==> src/rtl/pwm_dac.sv <==
// pwm_dac: converts offset-binary samples into a registered single-bit PWM stream for an RC-filter DAC
// Ports:
//   clk, rst         clock, asynchronous active-high reset
//   enable           run the PWM; low freezes counters and forces pwm_out low
//   sample_in        offset-binary sample, midpoint 2^(WIDTH-1)
//   sample_valid     sample_in valid this cycle
//   sample_ready     holding register empty
//   gain             attenuation shift around the midpoint, sampled when a period loads
//   clr_underrun     synchronous clear of the sticky underrun flag
//   pwm_out          registered PWM output
//   period_tick      one-cycle pulse on the cycle a new duty takes effect
//   underrun         sticky: a period started with no fresh sample
module pwm_dac #(
    parameter int PRESCALE = 1,
    parameter int WIDTH    = 8
) (
    input  logic             clk,
    input  logic             rst,
    input  logic             enable,
    input  logic [WIDTH-1:0] sample_in,
    input  logic             sample_valid,
    output logic             sample_ready,
    input  logic [1:0]       gain,
    input  logic             clr_underrun,
    output logic             pwm_out,
    output logic             period_tick,
    output logic             underrun
);
    localparam int PW = PRESCALE > 1 ? $clog2(PRESCALE) : 1;
    localparam logic signed [WIDTH:0] MID = {2'b01, {(WIDTH-1){1'b0}}};

    logic [PW-1:0]           pre;
    logic [WIDTH-1:0]        cnt;
    logic [WIDTH-1:0]        duty;
    logic [WIDTH-1:0]        hold;
    logic                    hold_full;
    logic                    step;
    logic                    wrap;
    logic                    accept;
    logic signed [WIDTH:0]   d;
    logic signed [WIDTH:0]   ds;
    logic signed [WIDTH:0]   sum;

    // Attenuation is an arithmetic shift of the midpoint-relative value, so the
    // result always stays inside 0..2^WIDTH-1 without saturation.
    always_comb begin
        step   = enable & (pre == PW'(PRESCALE - 1));
        wrap   = step & (&cnt);
        accept = sample_valid & ~hold_full;
        d      = $signed({1'b0, hold}) - MID;
        ds     = d >>> gain;
        sum    = ds + MID;
    end

    assign sample_ready = ~hold_full;

    always_ff @(posedge clk or posedge rst) begin
        if (rst) begin
            pre         <= '0;
            cnt         <= '0;
            duty        <= MID[WIDTH-1:0];
            hold        <= '0;
            hold_full   <= 1'b0;
            pwm_out     <= 1'b0;
            period_tick <= 1'b0;
            underrun    <= 1'b0;
        end else begin
            if (enable)
                pre <= step ? '0 : pre + 1'b1;
            if (step)
                cnt <= cnt + 1'b1;
            pwm_out     <= enable & (cnt < duty);
            period_tick <= wrap;
            // accept and a full-register load are exclusive: accept needs an empty register
            if (accept) begin
                hold      <= sample_in;
                hold_full <= 1'b1;
            end
            if (wrap && hold_full) begin
                duty      <= sum[WIDTH-1:0];
                hold_full <= 1'b0;
            end
            if (wrap && !hold_full)
                underrun <= 1'b1;
            else if (clr_underrun)
                underrun <= 1'b0;
        end
    end
endmodule

==> config.mk <==
export PLATFORM = sky130hd
export DESIGN_NAME = pwm_dac
export DESIGN_NICKNAME = d
export VERILOG_FILES = /design/src/rtl/pwm_dac.sv
export SDC_FILE = /design/constraint.sdc
export NUM_CORES = 1
export LEC_CHECK = 0
export CAP_MARGIN = 10
export CORE_MARGIN = 10
export CORE_UTILIZATION = 50
export CTS_BUF_LIST = sky130_fd_sc_hd__clkbuf_4
export DETAILED_ROUTE_END_ITERATION = 7
export GPL_ROUTABILITY_DRIVEN = 0
export PLACE_DENSITY = 0.85
export SETUP_SLACK_MARGIN = 0.2
export SYNTH_ARGS = -nofsm -noshare
export SYNTH_HDL_FRONTEND = slang
export SYNTH_SLANG_ARGS = --single-unit
==> constraint.sdc <==
create_clock -name clk -period 1.5 [get_ports clk]
set_input_delay 0.225 -clock clk [delete_from_list [all_inputs] [get_ports clk]]
set_output_delay 0.225 -clock clk [all_outputs]
set_load 0.01 [all_outputs]
# ---- Word-level counts from Yosys, hierarchy flattened
# Cells that the tools add are included.
dict set report totals {
  out_inout_bits 4
  in_bits 15
  wordCells 31
  register_bits 29
}
dict set report classes {
  shift 1
  bitwise 6
  reduce_logical 6
  n_mux 5
  n_addsub 4
  order_cmp 1
}
# operator n
set op_table {}
lappend op_table {{>>> shifter 9 x 2 -> 8 bit} 1}
lappend op_table {{subtractor 8 x 8 -> 9 bit, second input constant} 1}
lappend op_table {{adder 8 x 1 -> 8 bit, second input constant} 1}
lappend op_table {{adder 8 bit, second input constant} 1}
lappend op_table {{less-than comparator 8 bit} 1}
lappend op_table {{AND reduction 8 bit} 1}
lappend op_table {{two-way mux 1 bit} 5}
lappend op_table {{AND 1 bit} 4}
lappend op_table {{nonzero test 2 bit} 2}
lappend op_table {{logical AND 1 bit} 2}
lappend op_table {{NOT 1 bit} 2}
lappend op_table {{adder 1 bit, second input constant} 1}
lappend op_table {{zero test 1 bit} 1}

# ---- Longest topological paths before layout
# Gate-level depths: netlist of the first run.
dict set report depth {
  word_depth 5
  mapped_depth 5
  mapped_depth_nobuf 5
}

# ---- Least setup slack after synthesis of the first run
# No wires, ideal clock.
dict set report synth_path {
  path_type {reg-to-reg}
  start {reg cnt[0]}
  end {reg duty[0]}
  setup_time_ps 125
  n_path_buf 1
  path_stages_with_launch 6
  t_arrival_ps 1589
  slack_ps -214
  required_time_ps 1375
  synth_period_minus_slack_ps 1714
  cell_sequence {dfrtp_1 -> ha_1 -> nand3b_1 -> or4_4 -> buf_6 -> mux2_4}
}
dict set report synth_via {
  elab_chain_len 3
}
# item line
set synth_rtl {}
lappend synth_rtl {{start, declared} 33} ;# logic [WIDTH-1:0] cnt;
lappend synth_rtl {{start signal, assigned} 71} ;# cnt <= cnt + 1'b1;
lappend synth_rtl {{AND reduction 8 bit} 48} ;# wrap = step & (&cnt);
lappend synth_rtl {{AND 1 bit} 48}
lappend synth_rtl {{logical AND 1 bit} 79} ;# if (wrap && hold_full) begin
lappend synth_rtl {{end signal, assigned} 61} ;# duty <= MID[WIDTH-1:0];
lappend synth_rtl {{end signal, assigned} 80} ;# duty <= sum[WIDTH-1:0];
lappend synth_rtl {{end, declared} 34} ;# logic [WIDTH-1:0] duty;
# Every way passes these cells.
# A chain may end at the register's enable or synchronous reset.

# ---- Final worst setup path of the first run
dict set report layout_path {
  start {reg cnt[1]}
  end {reg duty[1]}
}
# Same word-level chain as after synthesis.

==> flow_metrics.py, run 1 <==
metrics = {
    "run_status": {
        "outcome": "finished, violations left",
        "violations": "negative setup slack",
    },
    "route": {
        "drc": 0,
        "firstDrtPassIters": 4,
        "antenna_left": 0,
        "routedWlPerCell_um": 17.0,
        "vias": 1071,
        "avgViaCountPerCell": 5.44,
        "drt_iter0_drc": 83,
        "drt-total-wl_um": 3350,
    },
    "timing": {
        "tightest_slew_ps": 361,
        "timing.final.crit_period_ps": 1640,
        "setup_ws_ps": -138,
        "fmax_mhz": 610,
        "drv_slew": 0,
        "hold_slack_ps": 256,
        "rsz0062_at_grt": "yes",
        "fin_crit_sh_pct": 109,
        "hold_violations": 0,
        "slew_headroom_pct": 75.9,
        "skew_ps": 7.79,
        "setup_violations": 10,
    },
    "worst_setup_path": {
        "cp_data_arrival_time_ps": 1850,
        "cp-start-kind": "flop",
        "cp.required_ps": 1710,
        "path_class": "reg2reg",
        "critPathCaptureType": "flop",
        "worstPathMaxFanout": 7,
    },
    "global_routing": {
        "grt_pass1_vias": 1174,
        "track_usage_pct": 12.1,
        "grt_max_degree": 30,
        "grt_pass1_wl_um": 5150,
        "overflow": 0,
        "antenna_found_initial": 0,
    },
    "synthesis": {
        "yosysSeqAreaShare_pct": 49.2,
        "yosysWarningCount": 0,
        "syn_nets": 135,
        "synth_top_area_share_pct": 47.5,
        "synthCells": 112,
        "ys_ff_latch": 29,
        "syn_area_per_cell_um2": 13.2,
        "synth_area_mm2": 0.00148,
        "synth_area_leaders": "dfrtp_1 47%, mux4_2 7.6%, mux2_2 6.9%, ha_1 6.8%, mux2_4 5.1%",
        "synth_top_area_cell": "dfrtp_1",
        "ys_types": 32,
    },
    "floorplanning": {
        "die_y_um": 74.3,
        "io_pins": 19,
        "rows": 19,
        "die_width_um": 74.3,
        "die_area_mm2": 0.00553,
        "start_util_pct": 53.1,
        "core_mm2": 0.00278,
    },
    "power": {
        "vdd_drop_max_uv": 945,
        "power-per-cell-area_mw_per_mm2": 1150,
        "switchingPower_uw": 743,
        "power_frac_comb_pct": 40.4,
        "p_clk_share_pct": 18.4,
        "intPower_mw": 1.65,
        "netSwitchingFraction_pct": 31.1,
        "p_leak_nw": 1.02,
        "seq_power_share_pct": 41.2,
    },
    "cells_and_area": {
        "area_delta_synth_final_pct": 40.2,
        "fin_util_pct": 74.4,
        "final_common_cell": "dfrtp_1",
        "final_cell_mix": "28 x dfrtp_1, 26 x buf_4, 14 x clkdlybuf4s50_1, 13 x mux2_4, 11 x inv_1",
        "stdcell_count": 197,
        "drive_gt1_share_pct": 44.0,
        "num-fill-cells": 178,
        "num-nets-final": 188,
        "antenna_cells": 0,
    },
    "clock_network": {
        "h-tree-depth": 2,
        "cts_buffers": 5,
        "cts_tree": "yes",
        "clkLatencyLatePin_ps": 320,
        "clk_pin_slew_ps": 90,
        "clock_tree.buffer_depth": 2,
        "clock-sinks": 29,
        "root_buffer": "clkbuf_4",
    },
    "placement": {
        "hpwlAfterDp_um": 2290,
        "dp_slack_ps": -313,
        "port_buffers": 18,
        "placedCellCount": 180,
    },
    "min_path": {
        "min_path_type": "in2async",
    },
    "job": {
        "maxCapViolCount": 0,
    },
}
cell type report:
type | instances | area (um2) | area share (%)
Sequential cell | 29 | 727 | 35.1
Timing Repair Buffer | 50 | 434 | 21.0
Multi-Input combinational cell | 68 | 778 | 37.6
Inverter | 11 | 41.3 | 2.00
Tap cell | 31 | 38.8 | 1.87
Clock buffer | 5 | 37.5 | 1.81
Clock inverter | 3 | 12.5 | 0.605
cells in the mapped netlist:
| cell type | n |
|---|---|
| mux2_2 | 9 |
| a221oi_1 | 1 |
| xor2_1 | 1 |
| nand4_1 | 4 |
| xnor2_1 | 6 |
| clkbuf_1 | 3 |
| nor3b_1 | 1 |
| and4b_2 | 1 |
| o2111a_1 | 1 |
| nor2_1 | 1 |
| and3_1 | 1 |
| buf_6 | 1 |
| ha_1 | 8 |
| nor2b_1 | 2 |
| a21o_1 | 1 |
| and2b_1 | 1 |
| mux2_4 | 5 |
| o21ai_0 | 4 |
| mux2i_1 | 3 |
| a211oi_1 | 1 |
| inv_1 | 11 |
| or4_4 | 1 |
| dfrtp_1 | 28 |
| mux4_2 | 5 |
| nand3b_1 | 1 |
| dfstp_2 | 1 |
| nand2_1 | 5 |
| o31ai_1 | 1 |
| o32ai_1 | 1 |
| o21a_1 | 1 |
| o211ai_1 | 1 |
| or2b_1 | 1 |
per-stage QoR:
stage	power [mW]	TNS (ps)	instance area, um2
2_1_floorplan	1.35	-765	1480
3_3_place_gp	1.63	-2160	1850
3_5_place_dp	1.68	-2650	1850
4_1_cts	2.20	-682	1960
5_1_grt	2.54	-1460	2070
6_report	2.39	-1020	2070
layer usage:
metal / up-vias / wire (um) / global-route usage, %
met1: 519 / 1270 / 12.3
li1: 506 / - / -
met5: - / 0 / 0
met3: 10 / 219 / 5.05
met2: 36 / 1780 / 21.6
met4: 0 / 87 / 4.88
sequential cells by signal, summed over array words and instances, names as in the netlist:
| signal | count |
|---|---|
| hold | 8 |
| period_tick | 1 |
| pre | 1 |
| hold_full | 1 |
| duty | 8 |
| cnt | 8 |
| underrun | 1 |
| pwm_out | 1 |
what timing repair did:
action	4_1_cts	5_1_grt
setup buffers	4	5
endpoints found under the setup margin	15	18
gates resized for setup	12	19
hold buffers	0	0
pin swaps	5	11
cells by family (layout without fill, tap and decap cells):
kind of cell | count (synthesis) | in the layout | synth area share [%]
buffers and inverters | 15 | 69 | 4.32
and+or+nand+nor | 19 | 19 | 8.05
AOI/OAI and AO/OA | 12 | 12 | 5.85
adders and majority gates | 8 | 8 | 6.78
xor gates and xnor gates | 7 | 7 | 4.15
DFF | 29 | 29 | 49.2
muxes | 22 | 22 | 21.6
power by group through the flow:
stage          combinational (mW)  clock (mW)  sequential, mW
2_1_floorplan               0.332           0            1.02
3_3_place_gp                0.646           0           0.985
3_5_place_dp                0.686           0           0.993
4_1_cts                     0.770       0.451           0.980
5_1_grt                      1.04       0.496            1.00
6_report                    0.965       0.439           0.985
worst max-delay path, stage by stage (launching register included):
cell and delay (ps):
dfrtp_1 380, ha_2 200, nand3b_1 100, or4_4 520, mux2_4 330
path summary, 6_finish.rpt:
kind                                           from                  end  slack [ps]  depth (start not counted)
worst max-delay path             cnt[1]$_DFFE_PP0P_  duty[1]$_DFFE_PP0P_        -140                          4
worst min-delay path                            rst  hold[2]$_DFFE_PP0P_         260                          3
min in group clk                       sample_in[7]  hold[7]$_DFFE_PP0P_         470                          3
worst max register to register   cnt[1]$_DFFE_PP0P_  duty[1]$_DFFE_PP0P_        -140                          4
max in group asynchronous                       rst  duty[7]$_DFFE_PP1P_         930                          3
worst min register to register  duty[7]$_DFFE_PP1P_  duty[7]$_DFFE_PP1P_         510                          2
Power figures use the tool's default switching activity.
==> run 2: changes to the inputs <==
Settings changed: CTS_CLUSTER_SIZE set to 12, MAX_ROUTING_LAYER set to met4, PLACE_DENSITY 0.85 to 0.82.
Clock period 1.5 ns to 1.57 ns, I/O delays scaled along.
==> flow_metrics.py, run 2 (synthesized netlist as in run 1, its figures left out) <==
metrics = {
    "run_status": {
        "outcome": "finished, violations left",
        "violations": "negative setup slack",
    },
    "floorplanning": {
        "core_mm2": 0.00278,
        "io_pins": 19,
        "start_util_pct": 53.1,
        "die_area_mm2": 0.00553,
        "die_y_um": 74.3,
        "rows": 19,
        "die_width_um": 74.3,
    },
    "worst_setup_path": {
        "cp_data_arrival_time_ps": 1860,
        "worstPathMaxFanout": 7,
        "critical_path.top_delay_family": "simple AND/OR/NAND/NOR gates",
        "critPathCaptureType": "flop",
        "r2r_start": "cnt[1]$_DFFE_PP0P_",
        "cp.required_ps": 1790,
        "cp_cell_sequence": "ha_2 -> nand3b_1 -> or4_4 -> mux2_4",
        "max_stage_delay_ps": 510,
        "r2r_end": "duty[1]$_DFFE_PP0P_",
        "rrSetupSlack_ps": -70,
        "worst-path-buf-inv": 0,
        "path_class": "reg2reg",
        "reg2regPathDepth": 4,
        "crit_slowest_cell": "or4_4",
        "cp-start-kind": "flop",
    },
    "clock_network": {
        "h-tree-depth": 2,
        "clock_tree.buffer_depth": 2,
        "clock-sinks": 29,
        "cts_hold_buf": 0,
        "cts_tree": "yes",
        "clkLatencyLatePin_ps": 330,
        "cts_buffers": 5,
        "clk_pin_slew_ps": 100,
        "root_buffer": "clkbuf_4",
    },
    "global_routing": {
        "grt_pass1_wl_um": 5160,
        "overflow": 0,
        "antenna_found_initial": 0,
        "track_usage_pct": 12.5,
        "grt_pass1_vias": 1133,
        "grt_max_degree": 30,
    },
    "cells_and_area": {
        "final_cell_mix": "28 x dfrtp_1, 24 x buf_4, 14 x clkdlybuf4s50_1, 11 x inv_1, 9 x mux2_2",
        "drive_gt1_share_pct": 41.6,
        "fin_area_mm2": 0.00201,
        "num-nets-final": 183,
        "reg_top3": "cnt: 8 flops, duty: 8 flops, hold: 8 flops",
        "num-fill-cells": 196,
        "area_delta_synth_final_pct": 35.8,
        "antenna_cells": 0,
        "final_common_cell": "dfrtp_1",
    },
    "route": {
        "vias": 1041,
        "drt-total-wl_um": 3000,
        "drt_iter0_drc": 50,
        "drc": 0,
        "firstDrtPassIters": 4,
        "avgViaCountPerCell": 5.42,
        "routedWlPerCell_um": 15.6,
        "antenna_left": 0,
    },
    "timing": {
        "fmax_mhz": 608,
        "tightest_slew_ps": 353,
        "timing.final.crit_period_ps": 1640,
        "skew_ps": 13.9,
        "fin_crit_sh_pct": 105,
        "slew_headroom_pct": 76.5,
        "rsz0062_at_grt": "yes",
        "hold_slack_ps": 257,
        "setup_violations": 9,
        "setup_ws_ps": -73.6,
        "drv_slew": 0,
        "hold_violations": 0,
    },
    "placement": {
        "dp_slack_ps": -273,
        "hpwlAfterDp_um": 2170,
        "port_buffers": 18,
        "dpl_cell_area_mm2": 0.00183,
    },
    "power": {
        "p_leak_nw": 0.972,
        "power-per-cell-area_mw_per_mm2": 1140,
        "vdd_drop_max_uv": 859,
    },
    "min_path": {
        "min_path_type": "in2async",
    },
    "job": {
        "maxCapViolCount": 0,
    },
}
## run 2: cell type report
cell class              count  area [um2]  share of cell area [%]
inverters                  11        41.3                    2.06
well taps                  31        38.8                    1.93
clock inverters             3        12.5                   0.624
multi-input cells          68         758                    37.8
clock buffers               5        37.5                    1.87
repair buffers             45         390                    19.5
flip-flops and latches     29         727                    36.2
## run 2: timing repair
item,in CTS,in global routing
pin swaps,4,13
resized for setup,11,9
cloned,0,0
setup endpoints to repair,14,12
buffers inserted,4,3
## run 2: worst min-delay path, stage by stage
cell	delay [ps]
clkdlybuf4s50_1	400
inv_1	50
buf_4	320
## run 2: worst max path at each step
| stage | slack (ps) | start | depth (start not counted) | endpoint |
|---|---|---|---|---|
| 6_report | -70 | cnt[1]$_DFFE_PP0P_ | 4 | duty[1]$_DFFE_PP0P_ |
| 5_1_grt | -100 | cnt[1]$_DFFE_PP0P_ | 4 | duty[0]$_DFFE_PP0P_ |
| 3_3_place_gp | -220 | gain[0] | 3 | duty[4]$_DFFE_PP0P_ |
| 2_1_floorplan | -80 | cnt[0]$_DFFE_PP0P_ | 5 | duty[0]$_DFFE_PP0P_ |
| 4_1_cts | -6 | cnt[1]$_DFFE_PP0P_ | 4 | duty[1]$_DFFE_PP0P_ |
| 3_5_place_dp | -270 | gain[0] | 3 | duty[1]$_DFFE_PP0P_ |
## run 2: layer usage
layer | vias up | GRT usage, % | wire [um]
li1 | 499 | - | -
met1 | 501 | 12.4 | 1200
met2 | 34 | 21.5 | 1520
met3 | 7 | 5.32 | 232
met4 | 0 | 4.47 | 57
met5 | - | - | 0
## run 2: power by group
part           internal, mW  leakage, nW  switching [mW]
Combinational         0.552        0.583           0.366
Sequential            0.857        0.359          0.0790
Clock                 0.161       0.0300           0.263
## run 2: through the flow
step                util [%]  setup TNS [ps]  cells  power, mW
floorplan                  -            -415    112       1.29
global placement        65.6           -1590    177       1.55
detailed placement      65.6           -1850    177       1.59
CTS                     70.0           -10.1    189       2.15
global route            72.1            -777    192       2.42
finish                  72.1            -461    192       2.28
